==> config.mk <==
export PLATFORM = sky130hd
export DESIGN_NAME = wave_scheduler
export DESIGN_NICKNAME = d
export VERILOG_FILES = /design/src/rtl/wave_scheduler_pkg.sv /design/src/rtl/wave_scheduler_alien_generator.sv /design/src/rtl/wave_scheduler.sv
export SDC_FILE = /design/constraint.sdc
export NUM_CORES = 1
export LEC_CHECK = 0
export BUFFER_PORTS_ARGS = -buffer_cell sky130_fd_sc_hd__buf_2
export CORE_MARGIN = 5
export CORE_UTILIZATION = 46
export DETAILED_ROUTE_END_ITERATION = 16
export PLACE_DENSITY = 0.75
export SLEW_MARGIN = 20
export SYNTH_ARGS = -nofsm -noshare
export SYNTH_HDL_FRONTEND = slang
export SYNTH_HIERARCHICAL = 1
export SYNTH_SLANG_ARGS = --single-unit
==> constraint.sdc <==
create_clock -name clk_frame -period 2.15 [get_ports clk_frame]
set_input_delay 0.3225 -clock clk_frame [delete_from_list [all_inputs] [get_ports clk_frame]]
set_output_delay 0.3225 -clock clk_frame [all_outputs]
set_load 0.005 [all_outputs]
==> src/rtl/wave_scheduler_pkg.sv <==
// Shared types for the game-level wave scheduler: phases, alien descriptor,
// and the constants both the scheduler and descriptor generator rely on.
package wave_scheduler_pkg;

  typedef enum logic [2:0] {
    IDLE       = 3'd0,
    SPAWN      = 3'd1,
    WAIT_CLEAR = 3'd2,
    INTER      = 3'd3,
    OVER       = 3'd4
  } SchedPhase;

  typedef enum logic [1:0] {TYPE0, TYPE1, TYPE2, TYPE3} AlienType;
  typedef enum logic [1:0] {INACTIVE, ACTIVE, HIT, DEAD} AlienState;

  typedef struct packed {
    logic [7:0] _r;
    logic [8:0] _theta;
    AlienType   _type;
    logic [1:0] _hp;
    AlienState  _state;
    logic [7:0] _frame_num;
  } Alien;

  localparam int          OBJ_LIMIT = 8;
  localparam logic [7:0]  R_LIMIT   = 8'd200;
  localparam logic [1:0]  HP_MAX    = 2'd3;
  localparam logic [15:0] LFSR_SEED = 16'hACE1;

  // Raw 9-bit LFSR slice is at most 511, so one subtraction lands in 0..359.
  function automatic logic [8:0] wrap_theta(input logic [8:0] t);
    return (t >= 9'd360) ? t - 9'd360 : t;
  endfunction

endpackage

==> src/rtl/wave_scheduler_alien_generator.sv <==
// Free-running LFSR that turns into an alien descriptor, captured only on
// the frame a spawn is issued so the output holds between spawns.
module wave_scheduler_alien_generator
  import wave_scheduler_pkg::*;
(
  input  logic                     clk_frame,
  input  logic                     rst,
  input  logic [3:0]               level_i,
  input  logic                     take_i,
  output logic [$bits(Alien)-1:0]  alien_o
);

  logic [15:0] lfsr_q, lfsr_d;
  Alien        alien_q, alien_d;
  logic [2:0]  hp_sum;

  always_comb begin
    lfsr_d  = {lfsr_q[14:0], lfsr_q[15] ^ lfsr_q[13] ^ lfsr_q[12] ^ lfsr_q[10]};
    hp_sum  = 3'd1 + {1'b0, level_i[3:2]};
    alien_d = alien_q;
    alien_d._r     = R_LIMIT;
    alien_d._theta = wrap_theta(lfsr_q[8:0]);
    if (level_i < 4'd2)
      alien_d._type = AlienType'({1'b0, lfsr_q[9]});
    else if (level_i < 4'd4)
      alien_d._type = (lfsr_q[10:9] == 2'd3) ? TYPE2 : AlienType'(lfsr_q[10:9]);
    else
      alien_d._type = AlienType'(lfsr_q[10:9]);
    alien_d._hp        = (hp_sum > {1'b0, HP_MAX}) ? HP_MAX : hp_sum[1:0];
    alien_d._state     = ACTIVE;
    alien_d._frame_num = '0;
  end

  always_ff @(posedge clk_frame or posedge rst) begin
    if (rst) begin
      lfsr_q  <= LFSR_SEED;
      alien_q <= '0;
    end else begin
      lfsr_q <= lfsr_d;
      if (take_i) alien_q <= alien_d;
    end
  end

  assign alien_o = alien_q;

endmodule

==> src/rtl/wave_scheduler.sv <==
// Game-level sequencer: gates the event core, paces alien spawns per wave,
// waits for the wave to clear, and advances levels until game over.
module wave_scheduler
  import wave_scheduler_pkg::*;
#(
  parameter int MAX_ACTIVE   = 8,
  parameter int WAVE_BASE    = 4,
  parameter int SPAWN_GAP    = 32,
  parameter int INTER_FRAMES = 90,
  parameter int LEVEL_MAX    = 15,
  parameter int SETTLE       = 3
) (
  input  logic                     clk_frame,
  input  logic                     rst,
  input  logic                     start_i,
  input  logic                     all_clear_i,
  input  logic                     game_over_i,
  input  logic [3:0]               object_count_i,
  output logic                     en_core_o,
  output logic                     core_rst_o,
  output logic                     spawn_object_o,
  output logic [$bits(Alien)-1:0]  spawn_data_o,
  output logic [3:0]               level_o,
  output logic [2:0]               phase_o
);

  localparam int GW = $clog2(SPAWN_GAP) + 1;
  localparam int IW = $clog2(INTER_FRAMES) + 1;
  localparam int SW = $clog2(SETTLE) + 1;

  SchedPhase       state_q, state_d;
  logic [GW-1:0]   gap_q, gap_d;
  logic [4:0]      spawned_q, spawned_d;
  logic [IW-1:0]   inter_q, inter_d;
  logic [SW-1:0]   settle_q, settle_d;
  logic [3:0]      level_q, level_d;
  logic            en_core_q, en_core_d;
  logic            core_rst_q, core_rst_d;
  logic            spawn_q, spawn_d;
  logic [4:0]      wave_size;
  logic            room;

  assign wave_size = 5'(WAVE_BASE) + {1'b0, level_q};
  assign room      = {1'b0, object_count_i} < 5'(MAX_ACTIVE);

  always_comb begin
    state_d    = state_q;
    gap_d      = gap_q;
    spawned_d  = spawned_q;
    inter_d    = inter_q;
    settle_d   = settle_q;
    level_d    = level_q;
    core_rst_d = 1'b0;
    spawn_d    = 1'b0;
    case (state_q)
      IDLE, OVER: begin
        if (start_i) begin
          core_rst_d = 1'b1;
          level_d    = '0;
          gap_d      = '0;
          spawned_d  = '0;
          state_d    = SPAWN;
        end
      end
      SPAWN: begin
        // Game over wins over a due spawn: no pulse in the frame we leave.
        if (game_over_i) begin
          state_d = OVER;
        end else if (spawned_q == wave_size) begin
          spawned_d = '0;
          settle_d  = '0;
          state_d   = WAIT_CLEAR;
        end else if (gap_q == '0) begin
          if (room) begin
            spawn_d   = 1'b1;
            spawned_d = spawned_q + 5'd1;
            gap_d     = GW'(1);
          end
        end else begin
          gap_d = (gap_q == GW'(SPAWN_GAP - 1)) ? '0 : gap_q + GW'(1);
        end
      end
      WAIT_CLEAR: begin
        // all_clear lags the last spawn through the core, so ignore it briefly.
        if (game_over_i)
          state_d = OVER;
        else if (settle_q < SW'(SETTLE))
          settle_d = settle_q + SW'(1);
        else if (all_clear_i) begin
          inter_d = '0;
          state_d = INTER;
        end
      end
      INTER: begin
        if (game_over_i) begin
          state_d = OVER;
        end else if (inter_q == IW'(INTER_FRAMES - 1)) begin
          inter_d = '0;
          gap_d   = '0;
          level_d = (level_q >= 4'(LEVEL_MAX)) ? 4'(LEVEL_MAX) : level_q + 4'd1;
          state_d = SPAWN;
        end else begin
          inter_d = inter_q + IW'(1);
        end
      end
      default: state_d = IDLE;
    endcase
    en_core_d = (state_d == SPAWN) || (state_d == WAIT_CLEAR) || (state_d == INTER);
  end

  always_ff @(posedge clk_frame or posedge rst) begin
    if (rst) begin
      state_q    <= IDLE;
      gap_q      <= '0;
      spawned_q  <= '0;
      inter_q    <= '0;
      settle_q   <= '0;
      level_q    <= '0;
      en_core_q  <= 1'b0;
      core_rst_q <= 1'b0;
      spawn_q    <= 1'b0;
    end else begin
      state_q    <= state_d;
      gap_q      <= gap_d;
      spawned_q  <= spawned_d;
      inter_q    <= inter_d;
      settle_q   <= settle_d;
      level_q    <= level_d;
      en_core_q  <= en_core_d;
      core_rst_q <= core_rst_d;
      spawn_q    <= spawn_d;
    end
  end

  wave_scheduler_alien_generator u_alien_generator (
    .clk_frame (clk_frame),
    .rst       (rst),
    .level_i   (level_q),
    .take_i    (spawn_d),
    .alien_o   (spawn_data_o)
  );

  assign en_core_o      = en_core_q;
  assign core_rst_o     = core_rst_q;
  assign spawn_object_o = spawn_q;
  assign level_o        = level_q;
  assign phase_o        = state_q;

endmodule

* Yosys cells after proc, flatten, opt, wreduce, memory -nomap -nowiden
Cells that the tools add are included.
Cells by class: reduce and logical (&&, ||, !) cells 15, muxes and demuxes 52, bitwise gates (word level) 3, magnitude comparators 7, equal/unequal tests 24, $add $sub $neg 8
Operators by type and width (count):
- $mux W6 | 8
- $mux W8 | 5
- $mux W3 | 12
- $mux W5 | 5
- $ne A2 B2 Y1 const B | 10
- $pmux W6 S3 | 1
- $mux W4 | 4
- $pmux W8 S2 | 1
- $reduce_and A5 Y1 | 3
- $eq A3 B2 Y1 const B | 4
- $pmux W3 S4 | 1
- $pmux W5 S2 | 1
- $ge A9 B9 Y1 const B | 1
- $mux W9 | 1
- $ne A3 B3 Y1 const B | 3
- $sub A9 B9 Y9 const B | 1
- $add A8 B1 Y8 const B | 1
- $eq A8 B7 Y1 const B | 1
- $mux W2 | 4
- $pmux W4 S2 | 1
- $reduce_bool A2 Y1 | 4
- $mux W1 | 7
- $reduce_and A7 Y1 | 1
- $add A6 B1 Y6 const B | 1
- other kinds (24) | 28
Word-level totals: input port bits 9, output and inout bits 41, logic and storage cells 124, bits in registers 63

* Depth between registers and ports, before layout
Gate-level depths: netlist (run 1).
word-level depth 8, gate-level depth with buffers 10, gate-level depth less buffers 7

* Cells and area by module
Netlist (run 1), hierarchy kept.
Modules (own cells, without submodules):
- wave_scheduler | area an instance 1876.8 um^2, cells an instance 193, times used 1
- wave_scheduler_alien_generator | area an instance 1298.7 um^2, cells an instance 112, times used 1

* Least setup slack after synthesis (run 1)
No wires, ideal clock.
kind reg-to-reg, from register level_q[2] (netlist: level_o[2]), to register, netlist name u_alien_generator/alien_o[26], library setup time 0.127 ns, setup slack -0.119 ns, data arrival time 2.142 ns, buffers on the path 3, data required time 2.023 ns, cell stages (with the launch flop) 10, cell sequence dfrtp_1 -> ha_1 -> xnor2_1 -> nand3_1 -> or2_0 -> buf_6 -> and4_1 -> clkbuf_1 -> buf_2 -> or2_2
On the way: longest elaborated chain between the ends 5
Ends and longest elaborated chain:
- start, declared | RTL line wave_scheduler.sv:36 | logic [3:0] level_q, level_d;
- start signal, assigned | RTL line wave_scheduler.sv:128 | level_q <= level_d;
- $add A3 B4 Y5 | RTL line wave_scheduler.sv:43 | assign wave_size = 5'(WAVE_BASE) + {1'b0, level_q};
- $eq A5 B5 Y1 | RTL line wave_scheduler.sv:69 | end else if (spawned_q == wave_size) begin
- $mux W1 | RTL line wave_scheduler.sv:69
- $mux W1 | RTL line wave_scheduler.sv:67 | if (game_over_i) begin
- $mux W1 | RTL line wave_scheduler.sv:55 | case (state_q)
- via spawn_d | RTL line wave_scheduler.sv:39 | logic spawn_q, spawn_d;
The timed path passes the listed nets, and every way through them passes these cells. A chain may end at the register's enable or synchronous reset.

* Worst setup path after layout (run 1)
from register level_q[3] (netlist: level_o[3]), to register, netlist name u_alien_generator/alien_o[26]
On the way: longest elaborated chain between the ends 5
Ends and longest elaborated chain (RTL line):
- $add A3 B4 Y5 | wave_scheduler.sv:43
- $eq A5 B5 Y1 | wave_scheduler.sv:69
- $mux W1 | wave_scheduler.sv:69
- $mux W1 | wave_scheduler.sv:67
- $mux W1 | wave_scheduler.sv:55
- via spawn_d | wave_scheduler.sv:39
The timed path passes the listed nets, and every way through them passes these cells.

==> out/qor.csv, run 1 <==
metric;value;unit
status;finished, final reports clean;
tns;0;ns
final_cell_area;0.003669;mm^2
max_stage_delay;0.44;ns
dieWidth;93.09;um
cts.sinks;62;
ys_async_sr_fraction;100.0;%
nets;370;
synth_compound_area_share;16.39;%
crit_path_end_kind;flop;
path_class;reg -> reg;
rsz0062_at_grt;false;
die-area;0.008665;mm^2
rows;30;
via_per_inst;5.355;
crit_start;level_o[3]$_DFFE_PP0P_;
final.period_utilization;93.73;%
finalMaxSlewViolations;0;
fin_worst_skew;0.01170;ns
post-route-drc-count;0;
finalCriticalPeriod;2.015;ns
n_antenna_cell;0;
core_area;0.006756;mm^2
gp_congestion;0.8912;
postPlaceCellArea;0.003426;mm^2
synth_top_family_by_area;simple AND/OR/NAND/NOR gates;
synthFlopType;dfrtp_1;
layout_commonest_cell;dfrtp_1;
area_growth;15.52;%
netlist_area;0.003176;mm^2
root_buffer;clkbuf_8;
p_leak;1.684;nW
h-tree-depth;3;
ys_ff_latch;62;
insertion_delay;0.35;ns
synthCells;305;
track_usage;15.58;%
synth_fa_ha_area_share;3.546;%
hpwl;4358;um
ant_nets;0;
syn_avg_cell_area;10.41;um^2
finalNonFillerCells;437;
hold_buffers;0;
top_layer_used;met4;
dp.cells;419;
cts_buffers;9;
critPathArrivalTime;2.24;ns
synth_simple_gate_area_share;18.32;%
grt_pass1_wl;10670;um
grt_max_degree;33;
drive_gt1_share;26.05;%
wire_per_inst;14.22;um
drtIter0Drc;88;
slew_headroom;59.80;%
first_global_vias;2347;
yosysWarnings;6;
crit_chain;ha_4 > xnor2_1 > nand3_1 > or2_0 > and4_1 > buf_4 > or2_2;
ys_types;59;
drtPass1Iterations;4;
portBuffers;32;
r2r-start;level_o[3]$_DFFE_PP0P_;
synth_mux_area_share;2.364;%
synth_edf_count;0;
crit_required;2.38;ns
hold_violations;0;
cts_setup_buffers;0;
hp-class;in -> async;
dieHeight;93.09;um
ctsResizeCount;0;
antenna_found_initial;0;
peakVddDrop;0.0005412;V
vias;2340;
clock_path_buffers;2;
synth_xor_area_share;3.034;%
cts_tree;yes;
yosysSeqAreaShare;49.17;%
maxCapViolations;0;
wl_met1;2778;um
wl_met2;3066;um
path_clk_slew;0.08;ns
worst_pin_slew;0.6003;ns
fmax;496.2;MHz
start_kind;flop;
path_max_fanout;25;
setup_viol;0;
gr-total-overflow;0;
initial_utilization;47.00;%
slowest_stage;dfrtp_2;
dr_wl_met3;257;um
wirelength;6214;um
final_cell_mix;dfrtp_1 (52), buf_2 (32), o21ai_0 (21);
pin_count;50;
p_per_area;907.3;mW/mm^2
[cell usage after synthesis (4+ instances only)]
cell,count,area share [%]
dfrtp_1,54,43
nand3_1,17,2.7
inv_1,16,1.9
dfstp_2,8,6.6
nor2b_1,4,0.79
o21ai_0,21,3.3
o211ai_1,5,1.2
nand2b_1,6,1.2
xor2_1,5,1.4
a41oi_1,4,1.1
nand2_1,16,1.9
buf_4,18,4.3
a31oi_1,12,2.4
xnor2_1,6,1.7
nand3b_1,4,0.95
nor2_1,20,2.4
ha_1,9,3.5
a21oi_1,13,2.0
mux2_2,4,1.4
and3_1,4,0.79
[registers in the layout (all words and copies together), names as in the netlist]
register                   cells
u_alien_generator/alien_o     14
level_o                        4
spawned_q                      5
phase_o                        3
u_alien_generator/lfsr_q      16
inter_q                        8
spawn_object_o                 1
settle_q                       3
en_core_o                      1
core_rst_o                     1
gap_q                          6
[stage by stage]
stage	worst slack, ns	utilization [%]	hold WS [ns]	total power [mW]
finish	0.1348	54.30	0.03184	3.329
global route	0.03418	54.30	0.06222	3.520
CTS	0.09244	54.07	0.03277	3.362
detailed placement	0.1043	50.70	0.3418	2.178
global placement	0.1329	50.70	0.3384	2.162
floorplan	0.004747	-	0.3330	1.965
[cells by family after synthesis]
family | after synthesis
compound gates | 76
xor+xnor | 11
fa+ha+maj | 9
buf+inv | 39
flops | 62
mux | 7
other cells | 1
simple gates | 100
[report_power, final]
part,switching (mW),total (mW),internal [mW]
combinational,0.386,0.711,0.325
clock,0.508,1.18,0.671
sequential,0.125,1.44,1.31
[worst max-delay path, delay by kind of cell, from the launching register on]
kind | cells | cell delay [ns]
xor+xnor | 1 | 0.10
fa+ha+maj | 1 | 0.27
buf+inv | 1 | 0.21
simple gates | 4 | 0.88
flops | 1 | 0.44
[routing by layer]
layer | up-vias | global-route usage (%)
met1 | 1125 | 19.04
met5 | - | 0
met3 | 8 | 4.907
met2 | 44 | 25.25
li1 | 1163 | -
met4 | 0 | 6.838
[path summary, 6_finish.rpt]
| check | end | slack (ns) | cells past startpoint |
|---|---|---|---|
| worst max-delay path | u_alien_generator/alien_o[26]$_DFFE_PP0P_ | 0.13 | 7 |
| worst min-delay path | u_alien_generator/lfsr_q[2]$_DFF_PP0_ | 0.03 | 3 |
| worst max register to register | u_alien_generator/alien_o[26]$_DFFE_PP0P_ | 0.13 | 7 |
| worst min register to register | u_alien_generator/lfsr_q[15]$_DFF_PP1_ | 0.35 | 0 |
| max in group asynchronous | level_o[3]$_DFFE_PP0P_ | 1.76 | 3 |
| min in group clk_frame | phase_o[2]$_DFF_PP0_ | 0.16 | 2 |
[cell type report]
class | instances | area [um^2]
clock buffer | 9 | 123.9
timing repair buffer | 46 | 265.3
clock inverter | 7 | 103.9
multi-input combinational | 217 | 1451
inverter | 16 | 60.06
tap | 80 | 100.1
fill | 587 | 3088
sequential | 62 | 1564
Note: power is estimated with default switching activity, not from simulation.
==> inputs of run 2 (changes only) <==
--- a/config.mk
+++ b/config.mk
@@ -6,12 +6,13 @@
 export NUM_CORES = 1
 export LEC_CHECK = 0
 export BUFFER_PORTS_ARGS = -buffer_cell sky130_fd_sc_hd__buf_2
+export CELL_PAD_IN_SITES_DETAIL_PLACEMENT = 0
+export CELL_PAD_IN_SITES_GLOBAL_PLACEMENT = 2
 export CORE_MARGIN = 5
-export CORE_UTILIZATION = 46
+export CORE_UTILIZATION = 33
 export DETAILED_ROUTE_END_ITERATION = 16
-export PLACE_DENSITY = 0.75
+export PLACE_DENSITY = 0.81
 export SLEW_MARGIN = 20
 export SYNTH_ARGS = -nofsm -noshare
 export SYNTH_HDL_FRONTEND = slang
-export SYNTH_HIERARCHICAL = 1
 export SYNTH_SLANG_ARGS = --single-unit
==> run 2 against run 1 <==
Compared with the run above:
- non-clock buffer count grew 8
- largest cell class unchanged
- register-to-register slack lost 0.06 ns
- clock skew shrank 0.0040 ns
- sequential share of layout area shrank 1.4 points
- first-iteration DRC count shrank 17%
- synthesized area grew 1.4%
- sequential cell count is the same
- clock power shrank 13%
- critical endpoint is now gap_q[0]$_DFFE_PP0P_
- cell count grew 15%
- global-route usage shrank 3.7 points
- die area grew 37%
- highest routed layer unchanged
- critical path depth is the same
==> out/qor.csv, run 2 <==
metric;value;unit
cts_tree;yes;
insertion_delay;0.34;ns
synthTopCellsByCount;dfrtp_1 (54), nand2_1 (35), buf_4 (18), nor2_1 (18), inv_1 (15);
finalCriticalPeriod;2.073;ns
synth_fa_ha_area_share;4.274;%
final.period_utilization;96.43;%
die-area;0.01184;mm^2
p_leak;1.774;nW
p_per_area;785.9;mW/mm^2
synth_simple_gate_area_share;18.69;%
dieWidth;108.8;um
setup_viol;0;
hpwl;4663;um
grt_pass1_wl;10960;um
synth_compound_area_share;13.40;%
yosysSeqAreaShare;48.48;%
gr-total-overflow;0;
ys_async_sr_fraction;100.0;%
crit_required;2.41;ns
drtPass1Iterations;5;
synth_edf_count;0;
wire_per_inst;12.89;um
hold_violations;0;
via_per_inst;4.608;
final_cell_mix;dfrtp_1 (53), nand2_1 (34), buf_2 (32);
largest_reg_flops;16;
synth_mux_area_share;2.720;%
vias;2313;
path_class;reg -> reg;
hp-class;in -> async;
nets;384;
path_max_fanout;5;
synth_area_leaders;dfrtp_1 (42%), dfstp_2 (6.5%), ha_1 (4.3%), buf_4 (4.2%), nand2_1 (4.1%);
drtIter0Drc;73;
fmax;482.3;MHz
yosys.area.top_type;dfrtp_1;
tns;0;ns
max_flop_register;u_alien_generator.lfsr_q;
core_area;0.009639;mm^2
place_ws;0.06717;ns
grt_max_degree;63;
rsz0062_at_grt;true;
cts_buffers;9;
first_global_vias;2316;
area_growth;17.75;%
synth_xor_area_share;4.895;%
antenna_found_initial;0;
post-route-drc-count;0;
clock_path_buffers;2;
ys_ff_latch;62;
n_antenna_cell;0;
synthFlopType;dfrtp_1;
netlist_area;0.003221;mm^2
synth_top_family_by_area;simple AND/OR/NAND/NOR gates;
initial_utilization;33.41;%
rrSetupSlack;0.08;ns
drive_gt1_share;28.46;%
pin_count;50;
fin_ws;0.07665;ns
portBuffers;32;
top_layer_used;met4;
peakVddDrop;0.0003351;V
gp_congestion;0.8105;
r2r_cells;7;
critPathArrivalTime;2.33;ns
crit_path_end_kind;flop;
syn_avg_cell_area;10.32;um^2
layout_commonest_cell;dfrtp_1;
path_clk_slew;0.07;ns
yosysMostFrequentCell;dfrtp_1;
dr_wl_met3;291;um
wirelength;6470;um
h-tree-depth;3;
wl_met1;3172;um
dieHeight;108.8;um
rows;36;
start_kind;flop;
root_buffer;clkbuf_8;
track_usage;11.90;%
maxCapViolations;0;
power;2.980;mW
fin_worst_skew;0.007682;ns
ant_nets;0;
status;finished, final reports clean;
finalMaxSlewViolations;0;
synthDominantCellAreaShare;41.96;%
synthCells;312;
yosysWarnings;0;
ys_types;62;
wl_met2;2900;um
cts.sinks;62;
==> run 2: stage by stage <==
step | util [%] | instances | hold WS, ns | area, um^2
2_1_floorplan | - | 325 | 0.3330 | 3269
3_5_place_dp | 37.18 | 485 | 0.3367 | 3583
3_3_place_gp | 37.18 | 485 | 0.3371 | 3583
4_1_cts | 39.23 | 501 | 0.04280 | 3781
6_report | 39.34 | 502 | 0.04348 | 3792
5_1_grt | 39.34 | 502 | 0.06365 | 3792
==> run 2: area by class of cell <==
class                   instances  area [um^2]
fillers                       991         5847
flip-flops and latches         62         1563
multi-input cells             222         1471
repair buffers                 54        337.8
well taps                     133        166.4
clock buffers                   9        123.9
clock inverters                 7        73.82
inverters                      15        56.30
==> run 2: layer usage <==
layer | vias to the layer above | track usage (%)
li1 | 1163 | -
met2 | 58 | 18.80
met3 | 9 | 2.783
met4 | 0 | 5.500
met5 | - | 0
met1 | 1083 | 15.47
==> run 2: power by group <==
part	leakage (nW)	total [mW]	internal [mW]	switching, mW
Clock	0.0996	1.03	0.539	0.496
Sequential	0.818	1.32	1.24	0.0759
Combinational	0.856	0.627	0.294	0.333
==> run 2: repair_timing <==
item	4_1_cts	5_1_grt
endpoints found under the setup margin	0	8
resized for setup	0	3
setup buffers	0	1
hold buffers	0	0
==> run 2: path summary, 6_finish.rpt <==
check	startpoint	endpoint
worst max register to register	gap_q[0]$_DFFE_PP0P_	gap_q[0]$_DFFE_PP0P_
max in group asynchronous	rst	u_alien_generator.lfsr_q[10]$_DFF_PP1_
worst min-delay path	rst	u_alien_generator.alien_o[14]$_DFFE_PP0P_
worst max-delay path	gap_q[0]$_DFFE_PP0P_	gap_q[0]$_DFFE_PP0P_
worst min register to register	u_alien_generator.lfsr_q[14]$_DFF_PP0_	u_alien_generator.lfsr_q[15]$_DFF_PP1_
min in group clk_frame	game_over_i	phase_o[1]$_DFF_PP0_
==> run 2: logic make-up (layout without fill, tap and decap cells) <==
| logic type | count (synthesis) | after routing |
|---|---|---|
| simple gates | 111 | 111 |
| flops | 62 | 62 |
| compound gates | 60 | 60 |
| buf+inv | 41 | 85 |
| xor+xnor | 18 | 18 |
| fa+ha+maj | 11 | 11 |
| mux | 8 | 8 |
| other cells | 1 | 14 |
==> run 2: worst max-delay path: stages (launching register included) <==
cell      delay, ns
dfrtp_1        0.41
inv_2          0.07
ha_1           0.12
or4b_4         0.49
or4_1          0.42
nand3b_1       0.14
a21o_4         0.15
mux2i_1        0.19
==> inputs of run 3 (changes only) <==
--- a/config.mk
+++ b/config.mk
@@ -9,10 +9,11 @@
 export CELL_PAD_IN_SITES_DETAIL_PLACEMENT = 0
 export CELL_PAD_IN_SITES_GLOBAL_PLACEMENT = 2
 export CORE_MARGIN = 5
-export CORE_UTILIZATION = 33
+export CORE_UTILIZATION = 32
 export DETAILED_ROUTE_END_ITERATION = 16
-export PLACE_DENSITY = 0.81
+export PLACE_DENSITY = 0.79
 export SLEW_MARGIN = 20
 export SYNTH_ARGS = -nofsm -noshare
 export SYNTH_HDL_FRONTEND = slang
+export SYNTH_HIERARCHICAL = 1
 export SYNTH_SLANG_ARGS = --single-unit
==> run 3 against run 2 <==
Compared with the run above:
- non-clock buffer count down 10
- sequential share of layout area up 1.1 points
- setup slack better by 0.028 ns
- via count increased by 1.7%
- design area is 2.4% lower
- power up 7.6%
- routed wire length up 4.5%
- clock-buffer cell count unchanged
- cell count is 2.8% lower
- global-route usage up 0.44 points
- clock power about the same
- critical path type unchanged
==> out/qor.csv, run 3 (synthesis gave the netlist of run 1 again) <==
metric;value;unit
status;finished, final reports clean;
cts.sinks;62;
drtPass1Iterations;4;
nets;368;
crit_chain;ha_4 > xnor2_1 > nand3_1 > or2_0 > and4_1 > buf_12 > or2_2;
root_buffer;clkbuf_8;
area_growth;16.55;%
layout_commonest_cell;dfrtp_1;
fin_worst_hold_slack;0.05055;ns
final.period_utilization;95.15;%
drive_gt1_share;25.63;%
crit_path_end_kind;flop;
drtIter0Drc;95;
seq_area;0.001564;mm^2
portBuffers;32;
maxCapViolations;0;
power;3.208;mW
ant_nets;0;
fmax;488.8;MHz
p_leak;1.657;nW
rsz0062_at_grt;false;
place_ws;0.1115;ns
multi_input_area;0.001451;mm^2
cts_tree;yes;
die-area;0.01202;mm^2
core_area;0.009729;mm^2
fin_worst_skew;0.009255;ns
hold_buffers;0;
p_per_area;866.8;mW/mm^2
cts_buffers;9;
hpwl;4701;um
crit_required;2.37;ns
largest_reg_flops;16;
gr-total-overflow;0;
n_antenna_cell;0;
antenna_found_initial;0;
h-tree-depth;3;
dieWidth;109.6;um
slowest_stage;dfrtp_2;
wirelength;6760;um
cts_setup_buffers;0;
rrSetupSlack;0.10;ns
start_kind;flop;
max_stage_delay;0.47;ns
slew_headroom;55.53;%
reg2reg_to;u_alien_generator/alien_o[26]$_DFFE_PP0P_;
track_usage;12.34;%
path_clk_slew;0.08;ns
wire_per_inst;13.85;um
path_max_fanout;25;
final_cell_mix;dfrtp_1 (52), buf_2 (32), o21ai_0 (21);
nFillCells;1009;
worst_pin_slew;0.6642;ns
fin_ws;0.1043;ns
gp_congestion;0.7967;
hp-class;in -> async;
path_class;reg -> reg;
via_per_inst;4.820;
vias;2352;
grt_max_degree;33;
hold_violations;0;
postPlaceCellArea;0.003505;mm^2
ctsResizeCount;0;
rows;36;
dieHeight;109.6;um
initial_utilization;32.64;%
insertion_delay;0.34;ns
max_flop_register;u_alien_generator/lfsr_q;
final_cell_area;0.003701;mm^2
crit_family;simple AND/OR/NAND/NOR gates;
tns;0;ns
clock_path_buffers;2;
finalCriticalPeriod;2.046;ns
grt_pass1_wl;11500;um
post-route-drc-count;0;
r2r-start;level_o[3]$_DFFE_PP0P_;
setup_viol;0;
peakVddDrop;0.0005444;V
first_global_vias;2311;
worst-path-buf-inv;1;
pin_count;50;
finalMaxSlewViolations;0;
critPathArrivalTime;2.27;ns
r2r_cells;7;
## run 3: changes by cell type in the layout (fill, tap and decap cells not counted), moves of 4 or more
cell,previous run,this run
o21ai_0,13,21
o21ai_1,9,0
a41oi_1,0,4
xnor2_1,12,6
nand3_1,9,17
nand2_1,34,16
buf_4,21,11
or4_1,4,0
a31oi_1,1,12
## run 3: worst max-delay path by stage
stage,startpoint,endpoint,slack [ns],depth (start not counted)
after detailed placement,level_o[3]$_DFFE_PP0P_,u_alien_generator/alien_o[26]$_DFFE_PP0P_,0.11,7
after floorplan,level_o[2]$_DFFE_PP0P_,u_alien_generator/alien_o[26]$_DFFE_PP0P_,0.005,9
after global routing,level_o[3]$_DFFE_PP0P_,u_alien_generator/alien_o[13]$_DFFE_PP0P_,0.04,8
final,level_o[3]$_DFFE_PP0P_,u_alien_generator/alien_o[26]$_DFFE_PP0P_,0.10,7
after global placement,level_o[3]$_DFFE_PP0P_,u_alien_generator/alien_o[26]$_DFFE_PP0P_,0.14,7
after CTS,level_o[3]$_DFFE_PP0P_,u_alien_generator/alien_o[26]$_DFFE_PP0P_,0.11,7
## run 3: metal layers
layer  global-route usage (%)  vias to the layer above  wire, um
li1                         -                     1159         -
met1                    16.05                     1135      3150
met2                    19.79                       54      3297
met3                    4.345                        4       270
met4                    2.760                        0        42
met5                        0                        -         0
## run 3: cell type report
class | instances | area share [%]
Sequential cell | 62 | 42.26
Multi-Input combinational cell | 217 | 39.22
Timing Repair Buffer | 44 | 7.099
Tap cell | 133 | 4.496
Clock buffer | 9 | 3.347
Clock inverter | 7 | 1.961
Inverter | 16 | 1.623
## run 3: worst reg2reg max path: cells and delay by family, from the launching register on
| family | cells | cell delay, ns |
|---|---|---|
| buf+inv | 1 | 0.17 |
| fa+ha+maj | 1 | 0.29 |
| flops | 1 | 0.47 |
| xor+xnor | 1 | 0.10 |
| simple gates | 4 | 0.92 |
## run 3: power by group
| group | internal, mW | switching, mW |
|---|---|---|
| Combinational | 0.329 | 0.398 |
| Clock | 0.539 | 0.501 |
| Sequential | 1.31 | 0.127 |
| Total | 2.18 | 1.03 |
## run 3: through the flow
stage,std cells,utilization [%]
after floorplan,318,-
after global placement,472,36.02
after detailed placement,472,36.02
after CTS,488,38.04
after global routing,488,38.04
final,488,38.04
